===== src/rtl/register_bank_arbiter_pkg.sv =====
// Shared types for the register bank arbiter: FSM states and the response record.
package register_bank_arbiter_pkg;

  typedef enum logic [1:0] {
    IDLE   = 2'd0,
    ACCESS = 2'd1,
    RESP   = 2'd2
  } state_t;

  // The response record is sized by this constant; the top's DATA_WIDTH defaults to it.
  localparam int BANK_DATA_WIDTH = 8;

  typedef struct packed {
    logic [BANK_DATA_WIDTH-1:0] rdata;
    logic                       err;
  } resp_t;

endpackage


===== src/rtl/register_bank_arbiter_rr_picker.sv =====
// Combinational round-robin picker: first asserted request at or after rr_ptr, with wrap.
module rr_picker #(
  parameter  int NUM_REQ   = 4,
  localparam int REQ_WIDTH = $clog2(NUM_REQ)
) (
  input  logic [NUM_REQ-1:0]   i_req,
  input  logic [REQ_WIDTH-1:0] i_rr_ptr,
  output logic [NUM_REQ-1:0]   o_grant,
  output logic [REQ_WIDTH-1:0] o_idx,
  output logic                 o_any_valid
);

  always_comb begin
    int                   cand;
    logic [REQ_WIDTH-1:0] cand_idx;
    cand        = 0;
    cand_idx    = '0;
    o_grant     = '0;
    o_idx       = '0;
    o_any_valid = 1'b0;
    for (int i = 0; i < NUM_REQ; i++) begin
      cand = int'(i_rr_ptr) + i;
      if (cand >= NUM_REQ) begin
        cand = cand - NUM_REQ;
      end
      cand_idx = REQ_WIDTH'(cand);
      if (!o_any_valid && i_req[cand_idx]) begin
        o_any_valid       = 1'b1;
        o_grant[cand_idx] = 1'b1;
        o_idx             = cand_idx;
      end
    end
  end

endmodule


===== src/rtl/register_bank_arbiter.sv =====
// Round-robin sequencer sharing one single-port register bank among NUM_REQ requesters,
// one transaction in flight at a time (IDLE -> ACCESS -> RESP).
module register_bank_arbiter
  import register_bank_arbiter_pkg::*;
#(
  parameter  int DATA_WIDTH   = BANK_DATA_WIDTH,
  parameter  int NUM_REG      = 6,
  parameter  int NUM_REQ      = 4,
  localparam int SELECT_WIDTH = $clog2(NUM_REG),
  localparam int REQ_WIDTH    = $clog2(NUM_REQ)
) (
  input  logic                                  clk,
  input  logic                                  rst,
  input  logic [NUM_REQ-1:0]                    i_req_valid,
  input  logic [NUM_REQ-1:0]                    i_req_write,
  input  logic [NUM_REQ-1:0][SELECT_WIDTH-1:0]  i_req_select,
  input  logic [NUM_REQ-1:0][DATA_WIDTH-1:0]    i_req_wdata,
  output logic [NUM_REQ-1:0]                    o_req_ready,
  output logic [NUM_REQ-1:0]                    o_resp_valid,
  input  logic [NUM_REQ-1:0]                    i_resp_ready,
  output logic [DATA_WIDTH-1:0]                 o_resp_rdata,
  output logic                                  o_resp_err,
  output logic                                  o_bank_write_enable,
  output logic [SELECT_WIDTH-1:0]               o_bank_select,
  output logic [DATA_WIDTH-1:0]                 o_bank_write_data,
  input  logic [DATA_WIDTH-1:0]                 i_bank_read_data,
  output state_t                                o_dbg_state,
  output logic [REQ_WIDTH-1:0]                  o_dbg_rr_ptr
);

  // Handshake: a command transfers on a rising edge where i_req_valid[k] and o_req_ready[k]
  // are both high; a response transfers where o_resp_valid[k] and i_resp_ready[k] are both high.

  state_t                  state_q, state_d;
  logic [REQ_WIDTH-1:0]    rr_ptr_q, rr_ptr_d;
  logic [REQ_WIDTH-1:0]    cmd_idx_q, cmd_idx_d;
  logic                    cmd_write_q, cmd_write_d;
  logic [SELECT_WIDTH-1:0] cmd_select_q, cmd_select_d;
  logic [DATA_WIDTH-1:0]   cmd_wdata_q, cmd_wdata_d;
  resp_t                   resp_q, resp_d;
  logic [NUM_REQ-1:0]      resp_valid_q, resp_valid_d;
  logic                    we_q, we_d;

  logic [NUM_REQ-1:0]      pick_grant;
  logic [REQ_WIDTH-1:0]    pick_idx;
  logic                    pick_any;

  function automatic logic sel_in_range(input logic [SELECT_WIDTH-1:0] sel);
    return int'(sel) < NUM_REG;
  endfunction

  rr_picker #(.NUM_REQ(NUM_REQ)) u_picker (
    .i_req       (i_req_valid),
    .i_rr_ptr    (rr_ptr_q),
    .o_grant     (pick_grant),
    .o_idx       (pick_idx),
    .o_any_valid (pick_any)
  );

  always_comb begin
    state_d      = state_q;
    rr_ptr_d     = rr_ptr_q;
    cmd_idx_d    = cmd_idx_q;
    cmd_write_d  = cmd_write_q;
    cmd_select_d = cmd_select_q;
    cmd_wdata_d  = cmd_wdata_q;
    resp_d       = resp_q;
    resp_valid_d = resp_valid_q;
    we_d         = 1'b0;
    unique case (state_q)
      IDLE: begin
        if (pick_any) begin
          cmd_idx_d    = pick_idx;
          cmd_write_d  = i_req_write[pick_idx];
          cmd_select_d = i_req_select[pick_idx];
          cmd_wdata_d  = i_req_wdata[pick_idx];
          rr_ptr_d     = (pick_idx == REQ_WIDTH'(NUM_REQ - 1)) ? '0 : pick_idx + REQ_WIDTH'(1);
          // Write strobe is registered so it is high for exactly the ACCESS cycle.
          we_d         = i_req_write[pick_idx] && sel_in_range(i_req_select[pick_idx]);
          state_d      = ACCESS;
        end
      end
      ACCESS: begin
        if (!sel_in_range(cmd_select_q)) begin
          resp_d.rdata = '0;
          resp_d.err   = 1'b1;
        end else if (cmd_write_q) begin
          resp_d.rdata = cmd_wdata_q;
          resp_d.err   = 1'b0;
        end else begin
          resp_d.rdata = i_bank_read_data;
          resp_d.err   = 1'b0;
        end
        resp_valid_d            = '0;
        resp_valid_d[cmd_idx_q] = 1'b1;
        state_d                 = RESP;
      end
      RESP: begin
        if (i_resp_ready[cmd_idx_q]) begin
          resp_valid_d = '0;
          state_d      = IDLE;
        end
      end
      default: state_d = IDLE;
    endcase
  end

  always_ff @(posedge clk or posedge rst) begin
    if (rst) begin
      state_q      <= IDLE;
      rr_ptr_q     <= '0;
      cmd_idx_q    <= '0;
      cmd_write_q  <= 1'b0;
      cmd_select_q <= '0;
      cmd_wdata_q  <= '0;
      resp_q       <= '0;
      resp_valid_q <= '0;
      we_q         <= 1'b0;
    end else begin
      state_q      <= state_d;
      rr_ptr_q     <= rr_ptr_d;
      cmd_idx_q    <= cmd_idx_d;
      cmd_write_q  <= cmd_write_d;
      cmd_select_q <= cmd_select_d;
      cmd_wdata_q  <= cmd_wdata_d;
      resp_q       <= resp_d;
      resp_valid_q <= resp_valid_d;
      we_q         <= we_d;
    end
  end

  // Ready is the only combinational output; it is held low while reset is asserted.
  assign o_req_ready         = (state_q == IDLE && !rst) ? pick_grant : '0;
  assign o_resp_valid        = resp_valid_q;
  assign o_resp_rdata        = resp_q.rdata;
  assign o_resp_err          = resp_q.err;
  assign o_bank_write_enable = we_q;
  assign o_bank_select       = cmd_select_q;
  assign o_bank_write_data   = cmd_wdata_q;
  assign o_dbg_state         = state_q;
  assign o_dbg_rr_ptr        = rr_ptr_q;

endmodule


===== config.mk =====
export PLATFORM = sky130hd
export DESIGN_NAME = register_bank_arbiter
export DESIGN_NICKNAME = d
export VERILOG_FILES = /design/src/rtl/register_bank_arbiter_pkg.sv /design/src/rtl/register_bank_arbiter_rr_picker.sv /design/src/rtl/register_bank_arbiter.sv
export SDC_FILE = /design/constraint.sdc
export NUM_CORES = 1
export LEC_CHECK = 0
export ABC_CLOCK_PERIOD_IN_PS = 3800
export CORE_ASPECT_RATIO = 1.75
export CORE_MARGIN = 4
export CORE_UTILIZATION = 42
export DETAILED_ROUTE_END_ITERATION = 8
export GPL_ROUTABILITY_DRIVEN = 0
export PLACE_DENSITY = 0.89
export SYNTH_ARGS = -nofsm -noshare
export SYNTH_HDL_FRONTEND = slang
export SYNTH_HIERARCHICAL = 1
export SYNTH_SLANG_ARGS = --single-unit

===== constraint.sdc =====
create_clock -name clk -period 3.8 [get_ports clk]
set_clock_uncertainty 0.05 [all_clocks]
set_input_delay 0.38 -clock clk [delete_from_list [all_inputs] [get_ports clk]]
set_output_delay 0.38 -clock clk [all_outputs]
set_load 0.01 [all_outputs]

==> metrics.cfg, run 1 <==
[outcome]
status=complete, no violations

[clock_tree]
cts_root_buf=clkbuf_8
cts-buffers-inserted=5
cts_tree=done
holdBufCountCts=0
cts_setup_buffers=0
cts_max_level=2
cts.sinks=32
ctsResizeCount=0
clkLatencyLatePin_ns=0.28
clk_pin_slew_ns=0.07
clk_path_buf_depth=2

[synth]
synth_compound_area_share_pct=10.7
synth-seq-cells=32
syn_inst=180
synthFlopType=dfrtp_1
synthXorXnorAreaFrac_pct=0.402
synthArstFlopShare_pct=100
syn_area_mm2=0.00218
synth_edf_count=0
yosysWarnings=6
synth-simple-area-share_pct=9.59
syn_avg_cell_area_um2=12.1
synth_fa_ha_area_share_pct=3.45
syn-num-nets=252
ys_types=36
ys_seq_area_share_pct=36.8
muxShareOfSynthArea_pct=32.7
synth_top_family_by_area=multiplexers

[min_path]
hp-class=flip-flop to flip-flop

[sta]
period_minus_slack_ns=3.55
worst_pin_slew_ns=0.906
tns_ns=0
setup_violations=0
hold_viol_final=0
rsz0062_at_grt=false
fin_ws_ns=0.249
period_share_pct=93.4
relSlewSlack_pct=39.6
drv_slew=0
timing.fmax_ghz=0.282

[place]
numPortBuffers=98
dp.cells=322
place_ws_ns=0.143
post-dp-hpwl_um=4730

[finish]
final-seq-area_um2=801
fin_nets=347
drive_gt1_share_pct=13.8
fillers=390
area_growth_pct=50.3
final_cell_count_no_fill=330
n_antenna_cell=0
multi_input_comb_area_mm2=0.00126

[die]
ios=99
die_area_mm2=0.00645
start_util_pct=43.4
die_h_um=103
num_rows=34
die_w_um=62.4
core_area_mm2=0.00502

[global_route]
track_usage_pct=17.9
grt_pass1_wl_um=9110
overflow=0
grt_max_degree=22
antenna_found_initial=0
grt_pass1_vias=2031

[critical_path]
worstPathArrival_ns=3.12
worstSetupEndpointType=primary output
worstPathRequired_ns=3.37
critical_path_class=flip-flop to primary output
crit_path_start_kind=flip-flop
crit_fanout=10

[detailed_routing]
drtPass1Iterations=4
routed.top_layer=met4
drt_iter0_markers=53
wl_met1_um=1950
via_per_inst=5.70
vias=1882
met3WireLength_um=249
post-route-drc-count=0
wl_per_cell_um=17.5
wl_met2_um=3330
wl_um=5780
ant_nets=0

[pwr]
peakVddDrop_mv=0.516
powerDensity_mw_per_mm2=880
p_leak_nw=1.35
fin_total_pwr_mw=2.88

[run]
maxCapViolCount=0

report_power, final:
part           leakage [nW]  switching (mW)  internal (mW)
clock network        0.0552           0.123          0.194
registers             0.392           0.186          0.514
logic                 0.899           0.799           1.06
per-layer routing:
layer	up-vias	track usage, %
met2	68	34.5
met5	-	0
met4	0	10.7
met3	21	3.24
li1	872	-
met1	921	17.7
logic make-up after synthesis:
family                     Yosys count
AOI/OAI and AO/OA                   36
xor gates and xnor gates             1
adders and majority gates            6
buffers and inverters               23
DFF                                 32
muxes                               44
and+or+nand+nor                     38
layout by cell type, fill, tap and decap left out, drive strengths merged, types with 3 or more instances in the layout:
cell / Yosys / layout
clkbuf: 3 / 6
mux2i: 13 / 13
a22oi: 9 / 9
nor2: 5 / 5
nand2: 15 / 15
and2: 4 / 4
ha: 6 / 6
dfrtp: 32 / 32
mux4: 16 / 16
o221ai: 3 / 3
inv: 10 / 10
clkdlybuf4s50: 0 / 98
mux2: 15 / 15
nand2b: 3 / 3
o21ai: 17 / 17
buf: 10 / 3
sequential cells by signal, indices dropped and copies added, names as in the netlist:
| register | count |
|---|---|
| o_bank_select | 3 |
| o_resp_err | 1 |
| o_resp_valid | 4 |
| cmd_write_q | 1 |
| o_dbg_rr_ptr | 2 |
| o_bank_write_data | 8 |
| o_dbg_state | 2 |
| o_resp_rdata | 8 |
| o_bank_write_enable | 1 |
| cmd_idx_q | 2 |
worst paths after layout:
kind / start / to / slack, ns / depth (start not counted)
hold / removal: o_resp_rdata[0]$_DFFE_PP0P_ / o_resp_rdata[0]$_DFFE_PP0P_ / 0.43 / 2
hold reg to reg: o_resp_rdata[0]$_DFFE_PP0P_ / o_resp_rdata[0]$_DFFE_PP0P_ / 0.43 / 2
setup / recovery: o_dbg_rr_ptr[1]$_DFFE_PP0P_ / o_req_ready[2] / 0.25 / 8
setup reg to reg: o_dbg_rr_ptr[1]$_DFFE_PP0P_ / o_bank_select[1]$_DFFE_PP0P_ / 0.37 / 8
min in group asynchronous: rst / o_resp_valid[0]$_DFFE_PP0P_ / 0.55 / 2
max in group asynchronous: rst / o_resp_rdata[3]$_DFFE_PP0P_ / 2.48 / 3
critical path: stages (launching register included):
cell	delay, ns
dfrtp_1	0.53
inv_1	0.15
ha_1	0.38
mux4_2	0.45
nor4b_4	0.43
a22oi_1	0.13
o21ai_0	0.10
and2_1	0.14
clkdlybuf4s50_1	0.53
cell usage after synthesis, drive strengths merged (2+ instances only):
master | number | share of area, %
nor3 | 2 | 0.46
and2 | 4 | 1.1
nand2 | 15 | 2.6
o21ai | 17 | 3.9
nor3b | 2 | 0.69
dfrtp | 32 | 37
o221ai | 3 | 1.2
nand2b | 3 | 0.86
ha | 6 | 3.4
mux4 | 16 | 18
clkbuf | 3 | 0.52
a22oi | 9 | 3.1
mux2 | 15 | 9.0
buf | 10 | 4.1
mux2i | 13 | 6.0
inv | 10 | 1.7
nor2b | 2 | 0.57
a32oi | 2 | 0.80
nor2 | 5 | 0.86
layout make-up:
class	count	share of cell area [%]
clock buffer	6	2.22
clock inverter	2	1.07
inverter	10	1.15
multi-input combinational	125	38.4
sequential	32	24.5
tap	54	2.06
timing repair buffer	101	30.6
metrics by stage:
| step | hold slack [ns] | area (µm²) | utilization [%] |
|---|---|---|---|
| finish | 0.431 | 3270 | 65.2 |
| global placement | 0.411 | 3170 | 63.1 |
| detailed placement | 0.427 | 3170 | 63.1 |
| CTS | 0.442 | 3270 | 65.2 |
| floorplan | 0.446 | 2180 | - |
| global route | 0.473 | 3270 | 65.2 |
No activity file was read; power rests on OpenSTA's default activity.
==> inputs of run 2 (changes only) <==
CORE_UTILIZATION = 55   (was 42)
DONT_BUFFER_PORTS = 1   (was not set)
PLACE_DENSITY = 0.78   (was 0.89)
RECOVER_POWER = 100   (was not set)
==> run 2 against run 1 <==
Compared with the run above:
- setup slack improved by 0.083 ns
- design area down 31%
- register-to-register slack lost 0.04 ns
- sequential cell count unchanged
- non-clock buffer count down 97
- clock power rose by 13%
- count of clock-buffer cells in the layout is 1 higher
- total power decreased by 14%
==> metrics.cfg, run 2 (synthesis gave the netlist of run 1 again) <==
[outcome]
status=complete, no violations

[critical_path]
r2r-start=o_dbg_rr_ptr[1]$_DFFE_PP0P_
worstSetupEndpointType=flip-flop
worstPathRequired_ns=3.91  ; +0.54 ns
max_stage_delay_ns=0.58  ; +0.05 ns
r2r_setup_slack_ns=0.33  ; -0.04 ns
critical_path_class=flip-flop to flip-flop
crit_path_start_kind=flip-flop
crit_family=multiplexers
cpMaxStageDelayCell=dfrtp_1
cpMostUsedCell=mux4_2
worstPathCellList=inv_1, ha_1, mux4_2, nor4b_2, nor2_1, a32o_1, mux4_2, mux2_1
cp_num_buf_inv=1  ; -1
reg2reg_depth=8  ; unchanged
crit_fanout=14  ; +4
worstReg2RegEnd=o_bank_write_data[1]$_DFFE_PP0P_
worstPathArrival_ns=3.58  ; +0.46 ns

[global_route]
grt_pass1_vias=1645  ; -19%
grt_pass1_wl_um=8720  ; -4.2%
track_usage_pct=22.4  ; +4.5 points
grt_max_degree=20  ; -9.1%
antenna_found_initial=0  ; unchanged
overflow=0  ; unchanged

[sta]
tns_ns=0  ; unchanged
hold_ws_ns=0.272  ; -0.159 ns
worst_pin_slew_ns=1.03  ; +0.127 ns
period_share_pct=91.3  ; -2.2 points
timing.fmax_ghz=0.288  ; +2.4%
period_minus_slack_ns=3.47  ; -0.0831 ns
rsz0062_at_grt=false
setup_violations=0  ; unchanged
drv_slew=0  ; unchanged
relSlewSlack_pct=31.2  ; -8.4 points
hold_viol_final=0  ; unchanged

[die]
core_area_mm2=0.00387  ; -23%
num_rows=30  ; -12%
start_util_pct=56.3  ; +13 points
die_area_mm2=0.00507  ; -21%
ios=99  ; unchanged
die_w_um=55.6  ; -11%
die_h_um=91.3  ; -12%

[clock_tree]
clk_path_buf_depth=2  ; unchanged
cts.sinks=32  ; unchanged
cts-buffers-inserted=5  ; unchanged
cts_root_buf=clkbuf_8
cts_tree=done
cts_max_level=2  ; unchanged
clk_pin_slew_ns=0.07  ; about the same
clkLatencyLatePin_ns=0.28  ; about the same

[place]
post-dp-hpwl_um=4380  ; -7.4%
numPortBuffers=0  ; -100%
dp.cells=218  ; -32%

[pwr]
comb_power_share_pct=53.6  ; -11 points
p_leak_nw=0.938  ; -30%
fin_total_pwr_mw=2.47  ; -14%
powerDensity_mw_per_mm2=1090  ; +24%
p_seq_share_pct=32.0  ; +7.7 points
p_int_mw=1.42  ; -20%
clock_power_share_pct=14.4  ; +3.4 points
peakVddDrop_mv=0.827  ; +60%
switching_share_pct=42.4  ; +4.0 points
power.net_switching_mw=1.05  ; -5.4%

[min_path]
hold_end=o_resp_rdata[0]$_DFFE_PP0P_
min_from=i_bank_read_data[0]
hp-class=input port to flip-flop
min_path_cells=2  ; unchanged

[run]
maxCapViolCount=0  ; unchanged

[finish]
area_growth_pct=4.08
fin_nets=250  ; -28%
final_cell_count_no_fill=227  ; -31%
fillers=325  ; -17%
layout_commonest_cell=dfrtp_1
layout_common_cells=32 x dfrtp_1, 17 x o21ai_0, 15 x nand2_1
drive_gt1_share_pct=16.2  ; +2.4 points
utilization_pct=58.6  ; -6.6 points
n_antenna_cell=0  ; unchanged

[detailed_routing]
via_per_inst=6.88  ; +21%
vias=1561  ; -17%
wl_um=5440  ; -5.9%
drtPass1Iterations=4  ; unchanged
wl_per_cell_um=24.0  ; +37%
drt_iter0_markers=51  ; -3.8%
ant_nets=0  ; unchanged
post-route-drc-count=0  ; unchanged

## run 2: changes by cell type in the layout (fill, tap and decap cells not counted), sizes merged
cell           previous run  this run
buf                       3         1
clkbuf                    6         9
clkdlybuf4s50            98         0
clkinv                    1         0
dlygate4sd3               0         1
## run 2: through the flow
stage	instance area [µm²]	setup slack [ns]
final	2270	0.332
after global routing	2270	0.142
after CTS	2310	0.323
after detailed placement	2180	0.330
after global placement	2180	0.482
after floorplan	2180	0.698
## run 2: metal layers
metal  share of wire [%]  wire (µm)  global-route usage, %  up-vias
li1                    -          -                      -      679
met1                  33       1770                   23.0      783
met2                  56       3070                   40.3       85
met3                 8.3        450                   7.54       14
met4                 2.8        150                   9.53        0
met5                   0          0                      0        -
## run 2: cell type report
class,count,area [µm²],area share [%]
inverter,10,37.5,1.66
sequential,32,801,35.3
timing repair buffer,4,25.0,1.10
tap,48,60.1,2.65
multi-input combinational,125,1220,53.7
clock inverter,1,30.0,1.32
clock buffer,7,96.3,4.25
## run 2: worst max-delay path by stage
| stage | start | end | slack, ns | cells past startpoint |
|---|---|---|---|---|
| floorplan | o_dbg_rr_ptr[0]$_DFFE_PP0P_ | o_bank_write_data[0]$_DFFE_PP0P_ | 0.70 | 12 |
| global placement | o_dbg_rr_ptr[1]$_DFFE_PP0P_ | o_bank_select[1]$_DFFE_PP0P_ | 0.48 | 8 |
| detailed placement | o_dbg_rr_ptr[1]$_DFFE_PP0P_ | o_bank_select[1]$_DFFE_PP0P_ | 0.33 | 7 |
| CTS | o_dbg_rr_ptr[1]$_DFFE_PP0P_ | o_bank_select[1]$_DFFE_PP0P_ | 0.32 | 7 |
| global route | o_dbg_rr_ptr[1]$_DFFE_PP0P_ | o_bank_select[1]$_DFFE_PP0P_ | 0.14 | 7 |
| finish | o_dbg_rr_ptr[1]$_DFFE_PP0P_ | o_bank_write_data[1]$_DFFE_PP0P_ | 0.33 | 8 |
## run 2: timing repair
| action | in CTS | in global routing |
|---|---|---|
| endpoints found under the hold margin | 13 | 0 |
| setup endpoints to repair | 0 | 0 |
| hold buffers | 1 | 0 |
| gates resized for setup | 0 | 0 |
| setup buffers | 0 | 0 |
## run 2: power groups by stage
stage               sequential [mW]  combinational [mW]  clock [mW]
global placement              0.788                1.35           0
CTS                           0.798                1.44       0.364
floorplan                     0.692                1.36           0
global route                  0.816                1.46       0.381
finish                        0.790                1.32       0.357
detailed placement            0.803                1.43           0
